File: config.mk
export PLATFORM = sky130hd
export DESIGN_NAME = neuron_out_collector
export DESIGN_NICKNAME = d
export VERILOG_FILES = /design/src/rtl/nn_pkg.sv /design/src/rtl/sync_fifo.sv /design/src/rtl/neuron_out_collector.sv
export SDC_FILE = /design/constraint.sdc
export NUM_CORES = 1
export LEC_CHECK = 0
export BUFFER_PORTS_ARGS = -buffer_cell sky130_fd_sc_hd__buf_2
export CELL_PAD_IN_SITES_DETAIL_PLACEMENT = 0
export CELL_PAD_IN_SITES_GLOBAL_PLACEMENT = 1
export CORE_MARGIN = 2
export CORE_UTILIZATION = 40
export CTS_BUF_LIST = sky130_fd_sc_hd__clkbuf_4 sky130_fd_sc_hd__clkbuf_8
export CTS_CLUSTER_SIZE = 8
export DETAILED_ROUTE_END_ITERATION = 16
export GPL_TIMING_DRIVEN = 0
export PLACE_DENSITY = 0.76
export RECOVER_POWER = 100
export SLEW_MARGIN = 5
export SYNTH_ARGS = -nofsm -noshare
export SYNTH_HDL_FRONTEND = slang
export SYNTH_SLANG_ARGS = --single-unit
File: constraint.sdc
create_clock -name clk -period 3.54 [get_ports clk]
set_clock_uncertainty 0.2 [all_clocks]
set_input_delay 0.708 -clock clk [delete_from_list [all_inputs] [get_ports clk]]
set_output_delay 0.708 -clock clk [all_outputs]
set_load 0.05 [all_outputs]
File: src/rtl/nn_pkg.sv
// nn_pkg: shared fixed-point helpers for the neuron layer stages.
// Optional macro NEURON_OUT_ROUND_EN: when defined, requant rounds half up
// (toward +inf) before the shift; otherwise it truncates (floor).
package nn_pkg;

  function automatic int res_w(input int qm, input int qn);
    return qm + qn;
  endfunction

  function automatic int out_w(input int om, input int on);
    return om + on;
  endfunction

  // Q(qm.qn) -> Q(om.on) on a 64-bit sign-extended value. The caller keeps the
  // low om+on bits; clamping to the output range is the saturation step.
  function automatic logic signed [63:0] requant(input logic signed [63:0] x,
                                                 input int qn,
                                                 input int om,
                                                 input int on);
    logic signed [63:0] acc;
    logic signed [63:0] hi;
    logic signed [63:0] lo;
    int sh;
    int ob;
    sh  = qn - on;
    ob  = om + on;
    acc = x;
`ifdef NEURON_OUT_ROUND_EN
    if (sh > 0) acc = acc + (64'sd1 <<< (sh - 1));
`endif
    acc = acc >>> sh;
    hi  = (64'sd1 <<< (ob - 1)) - 64'sd1;
    lo  = -(64'sd1 <<< (ob - 1));
    if (acc > hi)      acc = hi;
    else if (acc < lo) acc = lo;
    return acc;
  endfunction

endpackage

File: src/rtl/sync_fifo.sv
// sync_fifo: single-clock FIFO with occupancy count, async active-low reset
// and synchronous clear. The head word reads as zero while empty.
module sync_fifo #(
  parameter int DEPTH = 8,
  parameter int WIDTH = 8
) (
  input  logic                       clk,
  input  logic                       rst_n,
  input  logic                       clear,
  input  logic                       push,
  input  logic                       pop,
  input  logic [WIDTH-1:0]           din,
  output logic [WIDTH-1:0]           dout,
  output logic [$clog2(DEPTH):0]     level,
  output logic                       full,
  output logic                       empty
);

  localparam int AW = $clog2(DEPTH);
  localparam int LW = AW + 1;

  logic [WIDTH-1:0] mem [DEPTH];
  logic [AW-1:0]    wr_ptr;
  logic [AW-1:0]    rd_ptr;
  logic [LW-1:0]    level_q;
  logic             do_push;
  logic             do_pop;

  assign empty   = (level_q == '0);
  assign full    = (level_q == LW'(DEPTH));
  assign do_pop  = pop && !empty;
  assign do_push = push && (!full || do_pop);
  assign level   = level_q;
  assign dout    = empty ? '0 : mem[rd_ptr];

  // Pointer and occupancy bookkeeping; pointers wrap naturally at DEPTH.
  always_ff @(posedge clk or negedge rst_n) begin
    if (!rst_n) begin
      wr_ptr  <= '0;
      rd_ptr  <= '0;
      level_q <= '0;
    end else if (clear) begin
      wr_ptr  <= '0;
      rd_ptr  <= '0;
      level_q <= '0;
    end else begin
      if (do_push) wr_ptr <= wr_ptr + 1'b1;
      if (do_pop)  rd_ptr <= rd_ptr + 1'b1;
      if (do_push && !do_pop)      level_q <= level_q + 1'b1;
      else if (do_pop && !do_push) level_q <= level_q - 1'b1;
    end
  end

  // Storage array; contents are only meaningful below the occupancy count.
  always_ff @(posedge clk) begin
    if (do_push && !clear) mem[wr_ptr] <= din;
  end

endmodule

File: src/rtl/neuron_out_collector.sv
// neuron_out_collector: captures neuron results on their done pulse,
// requantises Q(QM.QN) -> Q(OM.ON) with saturation, buffers them in a FIFO
// and streams them out with a frame-end marker every M results.
// Optional macro NEURON_OUT_ROUND_EN selects round-half-up requantisation.
module neuron_out_collector
  import nn_pkg::*;
#(
  parameter int QM    = 12,
  parameter int QN    = 20,
  parameter int OM    = 4,
  parameter int ON    = 4,
  parameter int DEPTH = 8,
  parameter int M     = 4
) (
  input  logic                        clk,
  input  logic                        rst_n,
  input  logic signed [QM+QN-1:0]     in_data,
  input  logic                        in_done,
  input  logic                        clear,
  output logic signed [OM+ON-1:0]     out_data,
  output logic                        out_valid,
  input  logic                        out_ready,
  output logic                        out_last,
  output logic [$clog2(DEPTH):0]      level,
  output logic                        overflow
);

  localparam int RW = res_w(QM, QN);
  localparam int OB = out_w(OM, ON);
  localparam int CW = (M > 1) ? $clog2(M) : 1;

  logic signed [63:0]   ext_p0;
  logic signed [OB-1:0] rq_p0;
  logic signed [OB-1:0] data_p1;
  logic                 vld_p1;
  logic                 push;
  logic                 pop;
  logic                 full;
  logic                 empty;
  logic [OB-1:0]        fifo_dout;
  logic [CW-1:0]        frame_cnt;
  logic                 ovf_q;

  assign ext_p0 = {{(64-RW){in_data[RW-1]}}, in_data};
  assign rq_p0  = OB'(requant(ext_p0, QN, OM, ON));

  // Stage p0 -> p1: capture the requantised result on the done pulse.
  always_ff @(posedge clk or negedge rst_n) begin
    if (!rst_n) vld_p1 <= 1'b0;
    else        vld_p1 <= in_done && !clear;
  end

  // Stage p1 data register; qualified by vld_p1, so left unreset.
  always_ff @(posedge clk) begin
    if (in_done) data_p1 <= rq_p0;
  end

  // Stage p1 -> FIFO: push unless full without a pop freeing a slot.
  assign pop  = out_valid && out_ready;
  assign push = vld_p1 && (!full || pop);

  sync_fifo #(
    .DEPTH (DEPTH),
    .WIDTH (OB)
  ) u_fifo (
    .clk   (clk),
    .rst_n (rst_n),
    .clear (clear),
    .push  (push),
    .pop   (pop),
    .din   (data_p1),
    .dout  (fifo_dout),
    .level (level),
    .full  (full),
    .empty (empty)
  );

  assign out_valid = !empty;
  assign out_data  = fifo_dout;

  // Sticky overflow: a captured result found the FIFO full with no pop.
  always_ff @(posedge clk or negedge rst_n) begin
    if (!rst_n)                      ovf_q <= 1'b0;
    else if (clear)                  ovf_q <= 1'b0;
    else if (vld_p1 && full && !pop) ovf_q <= 1'b1;
  end

  assign overflow = ovf_q;

  // Frame position of the head entry; advances on every pop, wraps at M.
  always_ff @(posedge clk or negedge rst_n) begin
    if (!rst_n)     frame_cnt <= '0;
    else if (clear) frame_cnt <= '0;
    else if (pop) begin
      if (frame_cnt == CW'(M - 1)) frame_cnt <= '0;
      else                         frame_cnt <= frame_cnt + 1'b1;
    end
  end

  assign out_last = out_valid && (frame_cnt == CW'(M - 1));

endmodule

======== Yosys cells after proc, flatten, opt, wreduce, memory -nomap -nowiden ========
Memory sizes are Yosys's and may differ from the RTL's.
Index checks and enable logic that the tools add are counted.
Widths: inputs -> output; s select.
cells by class
  div/mod/pow operators ................... 0
  reductions and logical operators ........ 25
  equality and inequality tests ........... 2
  mux-type cells .......................... 16
  multiply operators ...................... 0
  shift-type cells ........................ 0
  order comparisons ....................... 2
  add/sub/neg operators ................... 5
  bitwise operators ....................... 0
operators with widths
  operator             count
  $gt 16x8->1 const B  1
  $lt 16x8->1 const B  1
  $mux 8               2
  $mux 3               4
  $mux 4               3
  $logic_and 1x1->1    11
  $reduce_bool 2->1    4
  $add 3x1->3 const B  2
  $logic_not 1->1      6
  $mux 2               3
  $add 4x1->4 const B  1
  $eq 4x4->1 const B   1
  $logic_not 4->1      1
  $mux 1               4
  $sub 4x1->4 const B  1
  $reduce_bool 3->1    1
  $add 2x1->2 const B  1
  $eq 2x2->1 const B   1
  $logic_or 1x1->1     2
word-level totals
  bits of input ports ..................... 37
  bits in read-only memories .............. 0
  logic and storage cells ................. 58
  register bits ........................... 22
  memories kept ........................... 1
  output and inout bits ................... 15
  RAM bits ................................ 64
  bits in latches ......................... 0
memory list
  name        depth  width  rd ports  clocked after Yosys merged registers in  wr ports  RTL line         text
  u_fifo.mem  8      8      1         0                                        1         sync_fifo.sv:22  logic [WIDTH-1:0] mem [DEPTH];

======== Longest topological paths before layout ========
  depth after elaboration ................. 11
  mapped depth ............................ 9
  depth with buffers taken out ............ 8

======== Cells and area by module ========
Synthesis repeated with hierarchy kept, for this count alone.
unflattened totals
  cell total of the unflattened synthesis .. 234
  area, all modules ....................... 3778.6 um^2
by module, submodules not included
  module                area each (um^2)  sequential area each (um^2)  cells each  instances
  sync_fifo             3203.1            2172.1                       185         1
  neuron_out_collector  575.6             340.3                        49          1

======== Worst setup path after synthesis ========
Ideal clock, no wire load.
  path kind ............................... reg2reg
  start ................................... register u_fifo.level_q[0] (netlist: u_fifo.level[0])
  end ..................................... register u_fifo.level_q[3] (netlist: u_fifo.level[3])
  stages on the path, launching flop included .. 10
  clock period less this slack ............ 2.950 ns
  arrival ................................. 2.610 ns
  buffers on the path ..................... 1
  setup slack ............................. 0.590 ns
  path through ............................ dfrtp_1 -> or3_1 -> buf_6 -> nor2_8 -> o21ai_0 -> ha_1 -> a21oi_1 -> a2111oi_0 -> nor4_1 -> nand4_1
on the way
  cells in the longest elaborated chain, start to end .. 9
  elaborated cells between the ends (all ways) .. 20
  classes of those cells .................. add/sub: 2; eq/ne: 1; mux: 3; reduce/logical: 14
RTL lines
  item                                                 RTL line         text
  start: declaration                                   sync_fifo.sv:25  logic [LW-1:0] level_q;
  start signal: assignment                             sync_fifo.sv:49  if (do_push && !do_pop) level_q <= level_q + 1'b1;
  start signal: assignment                             sync_fifo.sv:50  else if (do_pop && !do_push) level_q <= level_q - 1'b1;
  branches (longest 9 deep; another with $sub 4x1->4)  -
Several ways; the timed one is not identified. The select of a mux whose other input is x is not followed.
A chain may end at the register's enable or synchronous reset.

======== Worst setup path after layout ========
  start ................................... register u_fifo.rd_ptr[0]
  end ..................................... output port out_data[7]
on the way
  cells in the longest elaborated chain, start to end .. 2
RTL lines
  item                      RTL line                    text
  start: declaration        sync_fifo.sv:24             logic [AW-1:0] rd_ptr;
  start signal: assignment  sync_fifo.sv:48             if (do_pop) rd_ptr <= rd_ptr + 1'b1;
  $mem_v2 8x8               -
  $mux 8                    sync_fifo.sv:34             assign dout = empty ? '0 : mem[rd_ptr];
  end: declaration          neuron_out_collector.sv:20  output logic signed [OM+ON-1:0] out_data,
No other way between the ends.

==> results.json <==
{
  "worst_pin_slew_ns": 1.268,
  "ff2ff_setup_slack_ns": 0.42,
  "via_per_inst": 4.995,
  "fin_crit_sh_pct": 91.85,
  "synth.most_common_cell": "edfxtp_1",
  "grt_pass1_wl_um": 11110,
  "tns_ns": 0,
  "path_class": "reg2out",
  "fin_total_pwr_uw": 2943,
  "startpoint_type": "flop",
  "power.density_nw_per_um2": 682.9,
  "register_area_um2": 2512,
  "cts.sinks": 86,
  "antenna_left": 0,
  "cp.required_ns": 2.63,
  "maxSlewHeadroom_pct": 14.80,
  "root_buffer": "clkbuf_8",
  "insertion_delay_ns": 0.35,
  "cts_made_buffers": 9,
  "gr-total-overflow": 0,
  "syn_nets": 286,
  "r2r_end": "u_fifo.mem[4][7]$_DFFE_PP_",
  "cts_setup_buffers": 0,
  "grt_max_degree": 17,
  "drive_above_1_share_pct": 23.73,
  "io_pins": 52,
  "die_x_um": 101.5,
  "static-leakage-power_uw": 0.001467,
  "arrival_ns": 2.34,
  "synth_common_cells": "72 x edfxtp_1, 31 x nor2_1, 16 x mux4_2",
  "drt_pass1_iterations": 6,
  "dpl.hpwl_um": 4724,
  "cts-resized-gates": 0,
  "holdBufCountCts": 0,
  "synth_warnings": 0,
  "yosys.area.top_type": "edfxtp_1",
  "n_antenna_cell": 0,
  "synth_edf_count": 72,
  "multiInputGateArea_um2": 1160,
  "fmax_ghz": 0.3076,
  "core_region_area_um2": 9240,
  "fill_cells": 841,
  "grt_use_total_pct": 14.56,
  "antenna_found_initial": 0,
  "die-area_um2": 10310,
  "port_buffers": 34,
  "synthFlopType": "edfxtp_1",
  "yosysSeqAreaShare_pct": 66.03,
  "crit_end": "out_data[7]",
  "rows": 35,
  "fp.dieH_um": 101.5,
  "first_iter_violations": 136,
  "ys_ff_latch": 86,
  "post-route-min-period_ns": 3.251,
  "worstPathMaxFanout": 10,
  "postRouteWirelength_um": 6713,
  "netlist_area_um2": 3805,
  "start_util_pct": 41.18,
  "netlist_top_cells_area": "edfxtp_1 57%, mux4_2 9.5%, dfrtp_1 9.2%, nor2_1 3.1%, mux2i_1 2.6%",
  "area_growth_syn_to_layout_pct": 13.29,
  "gp_congestion": 0.7003,
  "nets": 333,
  "hold_viol_final": 0,
  "grt_pass1_vias": 2149,
  "slew_viol_final": 0,
  "pre_cts_slack_ns": 0.3298,
  "setup_viol": 0,
  "maxCapViolCount": 0,
  "cts_max_level": 3,
  "cts.path.max_buffers": 2,
  "status": "finished, final reports clean",
  "avgSynthCellArea_um2": 15.66,
  "synth_cell_type_count": 46,
  "synth.top_cell.area_share_pct": 56.82,
  "cp-end-kind": "primary output",
  "cts_tree": "done",
  "synthArstFlopShare_pct": 16.28,
  "reg2reg_from": "u_fifo.level[0]$_DFFE_PN0P_",
  "rr_worst_depth": 6,
  "route.vias.total": 2118,
  "ir_drop_v": 0.0002123,
  "clkTransAtPathRegs_ns": 0.09,
  "cp-startpoint": "u_fifo.rd_ptr[0]$_DFFE_PN0P_",
  "synthCells": 243,
  "rsz0062_at_grt": "false",
  "finalWorstSetupSlack_ns": 0.2886,
  "wl_per_cell_um": 15.83,
  "drc": 0,
  "min_path_type": "in2async"
}
-- per-layer routing --
layer	part of all wire (%)	wire length (um)	track usage, %
met5	0	0	0
met1	48	3204	20.41
met4	1.1	76	5.925
met2	48	3233	22.42
met3	2.9	198	2.899
-- flip-flops by register name, summed over array words and instances (netlist names) --
signal / cells
data_p1: 8
frame_cnt: 2
overflow: 1
u_fifo.level: 4
u_fifo.mem: 64
u_fifo.rd_ptr: 3
u_fifo.wr_ptr: 3
vld_p1: 1
-- cell families after synthesis --
logic type | after synthesis | share of synthesized area [%]
simple gates | 75 | 10.26
compound gates | 23 | 4.966
mux | 26 | 12.10
fa+ha+maj | 6 | 2.170
buf+inv | 20 | 2.861
xor+xnor | 7 | 1.611
flops | 86 | 66.03
-- stage by stage --
step | hold slack, ns | cell area, um^2 | util (%) | instances
floorplan | 0.2124 | 3805 | - | 243
global placement | 0.3145 | 4136 | 44.77 | 406
detailed placement | 0.3235 | 4169 | 45.12 | 408
CTS | 0.05328 | 4374 | 47.34 | 424
global route | 0.2842 | 4310 | 46.65 | 424
finish | 0.2109 | 4310 | 46.65 | 424
-- power breakdown --
part / internal (uW) / switching [uW]
Clock: 336 / 358
Combinational: 360 / 679
Sequential: 1150 / 57.0
-- placed cells by master (no fill, tap or decap), types with 3 or more instances in the layout --
master    netlist  layout
clkbuf_8        1      10
nor2_1         31      31
nor4_1          4       4
mux2i_1        10      10
dfrtp_1        14      14
buf_2           2      17
clkinv_4        0       3
nand4_1         4       4
nor3_1          4       4
clkbuf_1        5      18
inv_1           6       6
ha_1            5       5
nand3_1         5       5
xnor2_1         3       3
xor2_1          4       4
mux4_2         16      16
a21oi_1        13      13
edfxtp_1       72      72
clkbuf_2        0       8
nand2_1        12      13
-- worst min-delay path by stage --
| stage | end | slack (ns) | cells after the start |
|---|---|---|---|
| after floorplan | frame_cnt[0]$_DFFE_PN0P_ | 0.21 | 0 |
| after global placement | frame_cnt[1]$_DFFE_PN0P_ | 0.31 | 2 |
| after detailed placement | frame_cnt[1]$_DFFE_PN0P_ | 0.32 | 2 |
| after CTS | u_fifo.level[1]$_DFFE_PN0P_ | 0.05 | 1 |
| after global routing | u_fifo.level[1]$_DFFE_PN0P_ | 0.28 | 1 |
| final | u_fifo.level[1]$_DFFE_PN0P_ | 0.21 | 1 |
-- critical path, stage by stage, from the launching register on --
cell and delay [ns]:
dfrtp_1 0.36, clkbuf_2 0.30, buf_4 0.31, mux4_2 0.57
mux2i_1 0.16, nor2_1 0.06, clkbuf_2 0.24
-- layout make-up --
type | count | area share [%]
Buffer | 13 | 1.858
Clock buffer | 9 | 2.874
Clock inverter | 7 | 1.887
Inverter | 7 | 0.6386
Multi-Input combinational cell | 137 | 26.91
Sequential cell | 86 | 58.29
Tap cell | 129 | 3.745
Timing Repair Buffer | 36 | 3.803
Note: power is estimated with default switching activity, not from simulation.
